### src/rtl/div_unit.sv
// rtl/div_unit.sv - multi-cycle radix-2 restoring 32-bit divider for the EX stage
//
// Purpose:
//   Divides srca by srcb (signed DIV or unsigned DIVU), one quotient bit per
//   cycle, stalling IF/ID/EX while it iterates. Results feed the HI/LO write.
//
// Ports:
//   clk          system clock, rising edge
//   rst          asynchronous active-high reset
//   alucontrolE  EX-stage ALU control; SIG_ALU_DIV / SIG_ALU_DIVU select this unit
//   validE       EX holds a live instruction
//   flushE       annul the EX instruction; aborts a divide in progress
//   srca         dividend (rs)
//   srcb         divisor (rt)
//   stall_div    freeze IF/ID/EX (combinational)
//   done         one-cycle pulse; hi_o/lo_o valid for the HI/LO write
//   hi_o         remainder
//   lo_o         quotient
//
// Configuration:
//   DIV_ZERO_FAST_EN  when defined, a zero divisor skips the iterations and
//                     completes the cycle after accept.

// Fallback ALU codes for builds that do not pull in the decoder header.
`ifndef SIG_ALU_DIV
`define SIG_ALU_DIV  5'b11010
`endif
`ifndef SIG_ALU_DIVU
`define SIG_ALU_DIVU 5'b11011
`endif

module div_unit #(
  parameter int WIDTH = 32
) (
  input  logic             clk,
  input  logic             rst,
  input  logic [4:0]       alucontrolE,
  input  logic             validE,
  input  logic             flushE,
  input  logic [WIDTH-1:0] srca,
  input  logic [WIDTH-1:0] srcb,
  output logic             stall_div,
  output logic             done,
  output logic [WIDTH-1:0] hi_o,
  output logic [WIDTH-1:0] lo_o
);

  localparam int CW = $clog2(WIDTH);
  localparam logic [CW-1:0] LAST_COUNT = CW'(WIDTH - 1);

  typedef enum logic [1:0] {
    IDLE = 2'd0,
    BUSY = 2'd1,
    DONE = 2'd2
  } state_t;

  state_t state, state_nxt;

  logic [CW-1:0]    count;
  logic [WIDTH-1:0] dvd;      // dividend shifting out MSB-first; quotient shifts in at LSB
  logic [WIDTH-1:0] dsr;      // |divisor|
  logic [WIDTH-1:0] rem;      // partial remainder
  logic [WIDTH-1:0] a_orig;   // untouched dividend, returned as HI on divide by zero
  logic             sign_q;
  logic             sign_r;
  logic             div0;

  logic             is_div;
  logic             is_divs;
  logic             start;
  logic             b_zero;
  logic [WIDTH-1:0] abs_a;
  logic [WIDTH-1:0] abs_b;

  logic [WIDTH:0]   trial;
  logic [WIDTH:0]   diff;
  logic             ge;
  logic [WIDTH-1:0] rem_nxt;
  logic [WIDTH-1:0] dvd_nxt;
  logic             last;
  logic [WIDTH-1:0] lo_fin;
  logic [WIDTH-1:0] hi_fin;

  // Decode and accept
  assign is_divs = (alucontrolE == `SIG_ALU_DIV);
  assign is_div  = is_divs | (alucontrolE == `SIG_ALU_DIVU);
  assign start   = (state == IDLE) & validE & ~flushE & is_div;
  assign b_zero  = (srcb == '0);

  // Absolute values only in signed mode; the most negative value maps onto
  // itself, which read as unsigned is exactly its magnitude.
  assign abs_a = (is_divs && srca[WIDTH-1]) ? -srca : srca;
  assign abs_b = (is_divs && srcb[WIDTH-1]) ? -srcb : srcb;

  // One restoring step: the trial remainder needs one extra bit because the
  // shifted remainder can exceed WIDTH bits before the subtract.
  assign trial   = {rem, dvd[WIDTH-1]};
  assign diff    = trial - {1'b0, dsr};
  assign ge      = (trial >= {1'b0, dsr});
  assign rem_nxt = ge ? diff[WIDTH-1:0] : trial[WIDTH-1:0];
  assign dvd_nxt = {dvd[WIDTH-2:0], ge};
  assign last    = (count == LAST_COUNT);

  // Sign correction; a zero divisor bypasses it with fixed results.
  always_comb begin
    lo_fin = sign_q ? -dvd_nxt : dvd_nxt;
    hi_fin = sign_r ? -rem_nxt : rem_nxt;
    if (div0) begin
      lo_fin = '1;
      hi_fin = a_orig;
    end
  end

  // Next-state logic
  always_comb begin
    state_nxt = state;
    case (state)
      IDLE: begin
        if (start) begin
`ifdef DIV_ZERO_FAST_EN
          state_nxt = b_zero ? DONE : BUSY;
`else
          state_nxt = BUSY;
`endif
        end
      end
      BUSY: begin
        if (last) state_nxt = DONE;
      end
      DONE:    state_nxt = IDLE;
      default: state_nxt = IDLE;
    endcase
    if (flushE) state_nxt = IDLE;
  end

  // start is combinational from the inputs, so hold stall low while in reset.
  assign stall_div = ~rst & (start | (state == BUSY));
  assign done      = (state == DONE);

  always_ff @(posedge clk or posedge rst) begin
    if (rst) begin
      state <= IDLE;
    end else begin
      state <= state_nxt;
    end
  end

  always_ff @(posedge clk or posedge rst) begin
    if (rst) begin
      count  <= '0;
      dvd    <= '0;
      dsr    <= '0;
      rem    <= '0;
      a_orig <= '0;
      sign_q <= 1'b0;
      sign_r <= 1'b0;
      div0   <= 1'b0;
      hi_o   <= '0;
      lo_o   <= '0;
    end else begin
      if (start) begin
        count  <= '0;
        dvd    <= abs_a;
        dsr    <= abs_b;
        rem    <= '0;
        a_orig <= srca;
        sign_q <= is_divs & (srca[WIDTH-1] ^ srcb[WIDTH-1]);
        sign_r <= is_divs & srca[WIDTH-1];
        div0   <= b_zero;
`ifdef DIV_ZERO_FAST_EN
        if (b_zero) begin
          lo_o <= '1;
          hi_o <= srca;
        end
`endif
      end else if (state == BUSY) begin
        count <= count + CW'(1);
        dvd   <= dvd_nxt;
        rem   <= rem_nxt;
        // A flush on the final iteration aborts, so results stay untouched.
        if (last && !flushE) begin
          lo_o <= lo_fin;
          hi_o <= hi_fin;
        end
      end
    end
  end

endmodule

### config.mk
export PLATFORM = sky130hd
export DESIGN_NAME = div_unit
export DESIGN_NICKNAME = d
export VERILOG_FILES = /design/src/rtl/div_unit.sv
export SDC_FILE = /design/constraint.sdc
export NUM_CORES = 1
export LEC_CHECK = 0
export CAP_MARGIN = 10
export CORE_MARGIN = 10
export CORE_UTILIZATION = 45
export CTS_BUF_LIST = sky130_fd_sc_hd__clkbuf_2
export DETAILED_ROUTE_END_ITERATION = 10
export MAX_ROUTING_LAYER = met4
export PLACE_DENSITY = 0.66
export SLEW_MARGIN = 20
export SYNTH_ARGS = -nofsm -noshare
export SYNTH_HDL_FRONTEND = slang
export SYNTH_SLANG_ARGS = --single-unit
### constraint.sdc
create_clock -name clk -period 8.3 [get_ports clk]
set_input_delay 0.83 -clock clk [delete_from_list [all_inputs] [get_ports clk]]
set_output_delay 0.83 -clock clk [all_outputs]
set_load 0.05 [all_outputs]
======== Word-level counts from Yosys, hierarchy flattened ========
Index checks and enable logic that the tools add are counted.
word-level totals
  flip-flop bits (word level) ............. 202
  bits of input ports ..................... 73
  word-level logic and storage cells ...... 63
operators by class
  add/subtract/negate cells ............... 6
  order comparisons ....................... 1
  eq/ne operators ......................... 7
  muxes and demuxes ....................... 17
  bitwise operators ....................... 12
  reductions and logical operators ........ 9
operators by type and width
  kind                                                              count
  32-bit 2-to-1 mux                                                 11
  32-bit negation                                                   4
  33-bit by 32-bit >= comparator with 1-bit output                  1
  32-bit zero test                                                  1
  32-bit subtractor                                                 1
  5-bit == test (second input constant)                             3
  5-bit 2-to-1 mux                                                  2
  1-bit bitwise AND                                                 6
  2-bit 2-to-1 mux                                                  3
  3-bit != test (second input constant)                             2
  5-bit by 1-bit adder with 5-bit output (second input constant)    1
  2-bit one-hot mux with 2 select lines                             1
  1-bit logical AND                                                 3
  1-bit NOT                                                         3
  3-bit AND reduction                                               1
  2-bit by 1-bit == test with 1-bit output (second input constant)  1
  2-bit == test (second input constant)                             1
  2-bit zero test                                                   1
  1-bit bitwise OR                                                  2
  2-bit AND reduction                                               1
  2-bit nonzero test                                                1
  1-bit zero test                                                   1
  1-bit XOR                                                         1

======== Logic depth before layout (Yosys ltp) ========
Gate-level depths: netlist (run 1).
  depth after elaboration ................. 7
  gate-level depth with buffers ........... 24
  gate-level depth less buffers ........... 19

======== Least setup slack after synthesis (run 1) ========
OpenSTA, ideal clock, no wires.
  path kind ............................... reg-to-reg
  from .................................... register rem[19]
  to ...................................... register hi_o[26]
  library setup time ...................... 0.119 ns
  arrival ................................. 5.067 ns
  slack ................................... 3.114 ns
  cell stages (with the launch flop) ...... 23
  path buffers ............................ 5
  clock period less this slack ............ 5.186 ns
  path through ............................ dfrtp_1 ha_1 clkbuf_1 and3_1 nand3_1 or2_2 clkbuf_1 o21ai_1 buf_2 buf_1 clkbuf_1 nand2_1 o21ai_0 ha_1 nand2_1 or3_1 nor4_1 mux2i_1 a2111o_1 o41ai_2 xnor2_1 o21ai_1 o21a_1
between the ends
  longest elaborated chain between the ends .. 5
  elaborated cells on any way between the ends .. 6
RTL lines
  item                                                                                          line    source
  start: declaration                                                                            62      logic [WIDTH-1:0] rem;
  start signal: assignment                                                                      179     rem <= rem_nxt;
  32-bit subtractor / 33-bit by 32-bit >= comparator with 1-bit output (equally long branches)  98, 99
  32-bit 2-to-1 mux *                                                                           100     assign rem_nxt = ge ? diff[WIDTH-1:0] : trial[WIDTH-1:0];
  32-bit negation                                                                               107     hi_fin = sign_r ? -rem_nxt : rem_nxt;
  32-bit 2-to-1 mux *                                                                           107
  32-bit 2-to-1 mux *                                                                           108     if (div0) begin
  end signal: assignment                                                                        183     hi_o <= hi_fin;
  end: declaration                                                                              44      output logic [WIDTH-1:0] hi_o,
Every way passes the cells marked *; elsewhere a longest branch is shown, timed or not.
A chain may end at the register's enable or synchronous reset.

======== Worst setup path in the final report (run 1) ========
  from .................................... register rem[9]
  to ...................................... register hi_o[28]
Same word-level chain as after synthesis.

==> results of run 1 <==
[worst max-delay path, delay by kind of cell (launching register included)]
family | cells | cell delay (ns)
AOI/OAI and AO/OA | 6 | 2.05
and+or+nand+nor | 6 | 1.36
adders and majority gates | 2 | 0.78
muxes | 2 | 0.65
DFF | 1 | 0.47
xor gates and xnor gates | 1 | 0.17
[state kept, by name, summed over array words and instances, names as in the netlist, 2 cells and up]
| register | flops |
|---|---|
| state | 2 |
| count | 5 |
| dvd | 32 |
| lo_o | 32 |
| dsr | 32 |
| rem | 32 |
| hi_o | 32 |
| a_orig | 32 |
[synthesized netlist by cell type, types with 6 or more instances]
master    number
o21ai_1        6
a31oi_1       46
o211ai_1       9
o31a_1         6
dfrtp_1      202
nand4_1       20
or4_1         19
o21ai_0      151
or3_1         17
nor2b_1        9
nor4_1        13
mux2i_1       32
nor3_1        39
clkbuf_1      79
o31ai_1       26
nor2_1       135
a21oi_1      120
xor2_1        91
o21a_1        13
and2_1         7
nand2_1      309
xnor2_1       51
or2_2          6
o41ai_1       13
nand3_1       47
ha_1          38
buf_2         16
nand2b_1       8
inv_1         60
and3_1         9
a21o_1        10
a211oi_1      11
[logic make-up after synthesis]
family / count (synthesis) / synth area share, %
buffers and inverters: 163 / 4.66
adders and majority gates: 39 / 3.65
DFF: 202 / 37.3
AOI/OAI and AO/OA: 462 / 20.9
xor gates and xnor gates: 142 / 9.17
muxes: 34 / 2.53
and+or+nand+nor: 657 / 21.8
[power breakdown]
part	internal (mW)	switching, mW
Clock	0.255	0.436
Sequential	1.23	0.297
Combinational	1.41	2.52
[through the flow]
stage	util, %	area, um^2	std cells
floorplan	-	13600	1699
global placement	51.1	15200	2141
detailed placement	51.1	15200	2141
CTS	52.6	15600	2234
global route	52.7	15600	2235
finish	52.7	15600	2235
[cell type report]
class                      count  area share [%]
multi-input combinational   1334            50.6
antenna                        1          0.0160
clock inverter                15           0.432
timing repair buffer         152            9.52
inverter                      63            1.56
tap                          390            3.12
sequential                   202            32.3
clock buffer                  78            2.49
[per-layer routing]
| layer | track usage [%] | up-vias | routed length (um) |
|---|---|---|---|
| met1 | 31.9 | 6208 | 20600 |
| met2 | 35.1 | 407 | 19300 |
| met4 | 5.24 | 0 | 743 |
| met3 | 3.44 | 57 | 2560 |
| met5 | - | - | 0 |
| li1 | - | 6240 | - |
[worst max-delay path by stage]
stage | start | endpoint | cells after the start
after floorplan | rst | a_orig[0]$_DFFE_PP0P_ | 1
after global routing | rem[9]$_DFFE_PP0N_ | hi_o[28]$_DFFE_PP0P_ | 17
after global placement | rem[9]$_DFFE_PP0N_ | hi_o[28]$_DFFE_PP0P_ | 17
final | rem[9]$_DFFE_PP0N_ | hi_o[28]$_DFFE_PP0P_ | 17
after CTS | rem[9]$_DFFE_PP0N_ | hi_o[28]$_DFFE_PP0P_ | 17
after detailed placement | rem[9]$_DFFE_PP0N_ | hi_o[28]$_DFFE_PP0P_ | 17
==> impl_metrics.ini, run 1 <==
[grt]
antenna_found_initial = 2
grt_max_degree = 123
grt_pass1_wl_um = 70000
gr-usage-all-layers_pct = 23.1
grt_pass1_vias = 12700
grt_remaining_overflow = 0

[worst_setup_path]
critPathArrivalTime_ns = 6.33
end_kind = flop
r2r-start = rem[9]$_DFFE_PP0N_
required_ns = 9.05
worstSetupStartpointType = flop
setup.reg_to_reg.worst_slack_ns = 2.72
r2r-end = hi_o[28]$_DFFE_PP0P_
setup.worst_path.class = reg -> reg
crit_path_max_incr_delay_ns = 0.68
worstPathMaxFanout = 19
worstPathCellList = ha_1, a21oi_1, o21ai_0, or2_2, nor3_2, o21ai_4, mux2i_1, ha_1, nand2_1, or3_1, nor4_1, mux2i_1, nand4bb_1, o41ai_1, xnor2_1, o21ai_0, o21a_1
reg2reg_depth = 17
crit_slowest_cell = o21ai_0

[route]
drtIter0Drc = 1142
drc = 0
ant_nets = 0
wl_um = 43300
vias_per_cell = 5.78
vias = 12900
first_pass_iters = 7
wl_per_cell_um = 19.4

[cts]
cts_root_buf = clkbuf_2
cts.sink_count = 202
postCtsSetupRepairBufs = 0
clockBufferDepth = 3
post_cts_resized = 0
cts_tree = yes
cts.htree.levels = 2
numCtsBuffers = 55
cts_hold_buf = 0
clkTransAtPathRegs_ns = 0.10
clk_latency_ns = 0.91

[sta]
max_slew_margin_pct = 34.0
drv_slew = 0
hold_viol_final = 0
worstMarginPinSlew_ns = 0.990
period_needed_ns = 5.58
fmax_mhz = 179
setup_violations = 0
setup_ws_ns = 2.72
period_share_pct = 67.2
rsz0062_at_grt = no
holdWs_ns = 0.481
fin_worst_skew_ns = 0.0865
fin_tns_setup_ns = 0

[synthesis]
synth_area_mm2 = 0.0136
synth_edf_count = 0
syn-num-nets = 1811
synth_top_area_share_pct = 37.3
ys_warn_count = 0
synth_cell_type_count = 74
seq_area_frac_synth_pct = 37.3
synth_top_cell_by_area = dfrtp_1
yosys-top-cells-area = dfrtp_1 37%, nand2_1 8.5%, xor2_1 5.9%
synthFlopType = dfrtp_1
synthArstFlopShare_pct = 100
synth.ff_latch_count = 202
netlist_instances = 1699
avgSynthCellArea_um2 = 7.99

[status]
status = completed

[layout]
final_cell_mix = 309 x nand2_1, 202 x dfrtp_1, 151 x o21ai_0, 138 x clkdlybuf4s50_1, 134 x nor2_1
regArea_mm2 = 0.00505
syn2layout_area_growth_pct = 15.3
fillers = 2938
multiInputGateArea_mm2 = 0.00791
nets = 1920
drive_gt1_share_pct = 6.72
final_common_cell = nand2_1

[flow_run]
cap_viol_max_count = 0

[die]
die_y_um = 194
die_area_mm2 = 0.0375
core_area_mm2 = 0.0297
die_w_um = 194
start_util_pct = 45.7
io_pins = 139
num_rows = 63

[pwr]
p_leak_nw = 6.84
total_power_mw = 6.14
power_density_mw_per_mm2 = 392
max-vdd-ir-drop_mv = 0.202

[placed_design]
dp_hpwl_um = 32300
dp_slack_ns = 2.86
gp_congestion = 0.957
portBuffers = 138

[min_path]
min_path_type = reg -> reg
min_path_cells = 2
min-delay-start = a_orig[30]$_DFFE_PP0P_
hold_end = a_orig[30]$_DFFE_PP0P_
No activity file was read; power rests on OpenSTA's default activity.
==> run 2: changes to the inputs <==
--- a/config.mk
+++ b/config.mk
@@ -11,7 +11,7 @@
 export CTS_BUF_LIST = sky130_fd_sc_hd__clkbuf_2
 export DETAILED_ROUTE_END_ITERATION = 10
 export MAX_ROUTING_LAYER = met4
-export PLACE_DENSITY = 0.66
+export PLACE_DENSITY = 0.68
 export SLEW_MARGIN = 20
 export SYNTH_ARGS = -nofsm -noshare
 export SYNTH_HDL_FRONTEND = slang
==> constraint.sdc (replaced) <==
create_clock -name clk -period 5.1 [get_ports clk]
set_input_delay 0.51 -clock clk [delete_from_list [all_inputs] [get_ports clk]]
set_output_delay 0.51 -clock clk [all_outputs]
set_load 0.05 [all_outputs]
==> run 2 against run 1 <==
  * Sequential share of layout area is 0.44 points lower
  * Via count is 2.4% higher
  * Highest routed layer unchanged
  * Critical path type unchanged
  * First-iteration DRC count is 17% higher
==> impl_metrics.ini, run 2 (synthesized netlist as in run 1, its figures left out) <==
[status]
status = completed

[grt]
grt_pass1_wl_um = 70800
grt_max_degree = 136
gr-usage-all-layers_pct = 23.4
grt_pass1_vias = 12800
grt_remaining_overflow = 0
antenna_found_initial = 1

[route]
vias_per_cell = 5.86
met2WireLength_um = 19700
highest_layer = met4
drc = 0
vias = 13200
first_pass_iters = 6
met3_wirelength_um = 2790
wl_um = 44300
ant_nets = 0
wl_per_cell_um = 19.6
drtIter0Drc = 1334
drt-met1-wl_um = 20700

[die]
die_y_um = 194
start_util_pct = 45.7
die_area_mm2 = 0.0375
die_w_um = 194
core_area_mm2 = 0.0297
io_pins = 139
num_rows = 63

[pwr]
p_leak_nw = 6.94
max-vdd-ir-drop_mv = 0.280
power_density_mw_per_mm2 = 653

[layout]
multiInputGateArea_mm2 = 0.00794
syn2layout_area_growth_pct = 16.9
final_common_cell = nand2_1
nets = 1945
fillers = 2863
instances_no_fill = 2258
final_cell_mix = 309 x nand2_1, 202 x dfrtp_1, 150 x o21ai_0, 138 x clkdlybuf4s50_1, 134 x nor2_1
regArea_mm2 = 0.00505
drive_gt1_share_pct = 8.41

[sta]
fin_tns_setup_ns = 0
setup_violations = 0
fin_worst_skew_ns = 0.0447
drv_slew = 0
worstMarginPinSlew_ns = 0.961
fmax_mhz = 206
hold_viol_final = 0
period_share_pct = 95.1
period_needed_ns = 4.85
max_slew_margin_pct = 35.9
rsz0062_at_grt = no

[cts]
cts_root_buf = clkbuf_2
cts.htree.levels = 2
cts_tree = yes
cts.sink_count = 202
clockBufferDepth = 3
clk_latency_ns = 0.87
cts_hold_buf = 0
clkTransAtPathRegs_ns = 0.12
numCtsBuffers = 55

[placed_design]
gp_congestion = 0.950
portBuffers = 138
post-place-cells = 2164
dp_hpwl_um = 33300

[flow_run]
cap_viol_max_count = 0

[worst_setup_path]
worstSetupStartpointType = flop
crit_path_max_incr_delay_ns = 0.47
end_kind = flop
worstPathMaxFanout = 9
cp_common_cell = nand2_1
required_ns = 5.83
setup.worst_path.class = reg -> reg
crit_slowest_cell = dfrtp_1
critPathLaunch = rem[14]$_DFFE_PP0N_
critPathArrivalTime_ns = 5.58
r2r-start = rem[14]$_DFFE_PP0N_
worstPathCellList = ha_2, nand2_1, o211ai_1, nand3_1, or2_2, o21ai_4, mux2i_2, ha_1, nand2_1, or3_1, nor4_1, mux2i_1, a2111o_1, o41ai_2, xnor2_1, o21ai_1, o21a_1

[min_path]
min_path_type = in -> async
==> run 2: changes by cell type in the layout (fill, tap and decap cells not counted), sizes merged <==
cell      delta
buf         +25
clkbuf       -3
clkinv       +2
inv          -2
clkinvlp     +1
==> run 2: metrics by stage <==
stage	cell area, um^2	setup slack [ns]	utilization [%]	total power, mW	hold WS, ns
CTS	15800	0.188	53.2	10.2	0.195
detailed placement	15400	0.194	51.7	9.07	0.461
finish	15900	0.250	53.4	10.4	0.196
global placement	15400	0.393	51.7	9.07	0.455
floorplan	13600	0.0171	-	6.98	0.437
global route	15900	0.0287	53.4	11.1	0.154
==> run 2: routing by layer <==
layer / up-vias / track usage [%]
li1: 6295 / -
met1: 6363 / 32.5
met5: - / -
met2: 502 / 34.9
met3: 68 / 3.42
met4: 0 / 6.55
==> run 2: area by class of cell <==
| class | count | area share, % |
|---|---|---|
| inverters | 63 | 1.51 |
| flip-flops and latches | 202 | 31.9 |
| clock buffers | 75 | 2.37 |
| multi-input cells | 1334 | 50.1 |
| repair buffers | 177 | 10.6 |
| diodes | 1 | 0.0158 |
| clock inverters | 16 | 0.457 |
| well taps | 390 | 3.08 |
==> run 2: timing repair <==
item	in CTS	in global routing
gates resized for setup	0	11
buffers inserted	0	2
endpoints found under the setup margin	0	5
==> run 2: report_power, final <==
part	leakage [nW]	switching, mW	internal (mW)
clock	0.349	0.719	0.402
combinational	3.98	4.28	2.49
sequential	2.61	0.469	1.99
==> run 2: path summary, 6_finish.rpt <==
kind | end | slack [ns] | cells after the start
worst min-delay path | lo_o[18]$_DFFE_PP0P_ | 0.20 | 3
worst min register to register | a_orig[17]$_DFFE_PP0P_ | 0.48 | 2
max in group asynchronous | dsr[11]$_DFFE_PP0P_ | 4.13 | 3
min in group clk | a_orig[29]$_DFFE_PP0P_ | 0.25 | 3
worst max-delay path | hi_o[26]$_DFFE_PP0P_ | 0.25 | 17
worst max register to register | hi_o[26]$_DFFE_PP0P_ | 0.25 | 17
==> run 2: critical path, delay by kind of cell, from the launching register on <==
family | cells | cell delay (ns)
flops | 1 | 0.47
fa+ha+maj | 2 | 0.70
mux | 2 | 0.54
compound gates | 6 | 1.52
xor+xnor | 1 | 0.15
simple gates | 6 | 1.33
==> run 3: changes to the inputs <==
--- a/config.mk
+++ b/config.mk
@@ -9,6 +9,7 @@
 export CORE_MARGIN = 10
 export CORE_UTILIZATION = 45
 export CTS_BUF_LIST = sky130_fd_sc_hd__clkbuf_2
+export CTS_CLUSTER_DIAMETER = 40
 export DETAILED_ROUTE_END_ITERATION = 10
 export MAX_ROUTING_LAYER = met4
 export PLACE_DENSITY = 0.68
==> run 3 against run 2 <==
  * Critical path depth stayed put
  * Clock skew is 0.0032 ns lower
  * Combinational power is 0.7% higher
  * Design area is 0.70% higher
  * First-iteration DRC count is 13% lower
  * Via count is 0.48% lower
  * Non-clock buffer count stayed put
  * Fmax is 0.14% higher
  * Sequential share of layout area is 0.22 points lower
==> impl_metrics.ini, run 3 (synthesized netlist as in run 1, its figures left out) <==
[route]
wl_um = 44300
vias = 13200
vias_per_cell = 5.82
ant_nets = 0
wl_per_cell_um = 19.6
drtIter0Drc = 1159
drc = 0
first_pass_iters = 6

[placed_design]
dp_hpwl_um = 33300
post-place-cells = 2164
portBuffers = 138
dp_slack_ns = 0.194
gp_congestion = 0.950

[sta]
hold_viol_final = 0
fmax_mhz = 206
worstMarginPinSlew_ns = 0.949
rsz0062_at_grt = no
period_share_pct = 95.0
setup_ws_ns = 0.256
fin_worst_skew_ns = 0.0414
period_needed_ns = 4.84
drv_slew = 0
setup_violations = 0
fin_tns_setup_ns = 0
max_slew_margin_pct = 36.7

[grt]
grt_pass1_wl_um = 70800
grt_remaining_overflow = 0
grt_max_degree = 136
grt_pass1_vias = 12800
gr-usage-all-layers_pct = 23.4
antenna_found_initial = 1

[worst_setup_path]
crit_slowest_cell = ha_2
setup.worst_path.class = reg -> reg
required_ns = 5.85
cp_common_cell = nand2_1
worstPathMaxFanout = 12
worstPathCellList = ha_2, nand4_1, nor3_1, nand2_1, or2_2, o21ai_4, mux2i_4, ha_1, nand2_1, or3_1, nor4_1, mux2i_1, a2111o_1, o41ai_2, xnor2_1, o21ai_1, o21a_1
crit_path_max_incr_delay_ns = 0.47
end_kind = flop
critPathArrivalTime_ns = 5.59
worstSetupStartpointType = flop

[cts]
clk_latency_ns = 0.87
clkTransAtPathRegs_ns = 0.11
cts.sink_count = 202
cts_root_buf = clkbuf_2
clockBufferDepth = 3
cts_hold_buf = 0
cts.htree.levels = 2
numCtsBuffers = 55
cts_tree = yes

[pwr]
power_density_mw_per_mm2 = 659
max-vdd-ir-drop_mv = 0.284
p_leak_nw = 6.98

[flow_run]
cap_viol_max_count = 0

[die]
die_area_mm2 = 0.0375
io_pins = 139
die_w_um = 194
num_rows = 63
core_area_mm2 = 0.0297
start_util_pct = 45.7
die_y_um = 194

[layout]
postLayoutCoreUtil_pct = 53.8
instances_no_fill = 2261
final_cell_mix = 309 x nand2_1, 202 x dfrtp_1, 150 x o21ai_0, 138 x clkdlybuf4s50_1, 134 x nor2_1
nets = 1945
drive_gt1_share_pct = 8.72
syn2layout_area_growth_pct = 17.7
final_common_cell = nand2_1

[min_path]
min_path_type = in -> async

[status]
status = completed
## run 3: layout make-up
cell class	instances	area, um^2
fillers	2862	13700
multi-input cells	1334	7990
diodes	1	2.50
repair buffers	177	1690
flip-flops and latches	202	5050
clock buffers	75	375
well taps	390	488
inverters	63	240
clock inverters	19	138
## run 3: through the flow
step | hold WS (ns) | total power [mW] | area, um^2
5_1_grt | 0.182 | 11.3 | 16000
3_3_place_gp | 0.455 | 9.07 | 15400
2_1_floorplan | 0.437 | 6.98 | 13600
4_1_cts | 0.186 | 10.3 | 15900
3_5_place_dp | 0.461 | 9.07 | 15400
6_report | 0.204 | 10.5 | 16000
## run 3: worst paths after layout
path                                        start                endpoint  slack (ns)  cells past startpoint
max                           rem[21]$_DFFE_PP0N_    hi_o[26]$_DFFE_PP0P_        0.26                     17
max in group asynchronous                     rst     dsr[11]$_DFFE_PP0P_        4.13                      3
min reg2reg                a_orig[17]$_DFFE_PP0P_  a_orig[17]$_DFFE_PP0P_        0.48                      2
min in group clk                         srca[29]  a_orig[29]$_DFFE_PP0P_        0.26                      3
max reg2reg                   rem[21]$_DFFE_PP0N_    hi_o[26]$_DFFE_PP0P_        0.26                     17
min                                           rst    lo_o[13]$_DFFE_PP0P_        0.20                      3
## run 3: routing by layer
layer,part of all wire (%),global-route usage (%)
met5,0,-
met4,2.1,6.24
met3,5.9,3.53
met2,45,35.0
met1,47,32.4
## run 3: repair_timing
action                                  in CTS  in global routing
setup buffers                                0                  2
gates resized for setup                      0                 18
endpoints found under the hold margin        0                  0
endpoints found under the setup margin       0                  7
## run 3: worst max-delay path, delay by kind of cell (launching register included)
| kind | cells | cell delay (ns) |
|---|---|---|
| AO/OA/AOI/OAI | 5 | 1.34 |
| multiplexers | 2 | 0.53 |
| AND/OR/NAND/NOR | 7 | 1.58 |
| adder cells (fa/ha/maj) | 2 | 0.69 |
| XOR/XNOR | 1 | 0.15 |
| flip-flops | 1 | 0.43 |
## run 3: report_power, final
group | total (mW) | internal (mW) | switching (mW) | leakage [nW]
clock network | 1.23 | 0.507 | 0.727 | 0.382
registers | 2.47 | 1.99 | 0.473 | 2.61
logic | 6.82 | 2.53 | 4.30 | 3.99
total | 10.5 | 5.03 | 5.50 | 6.98
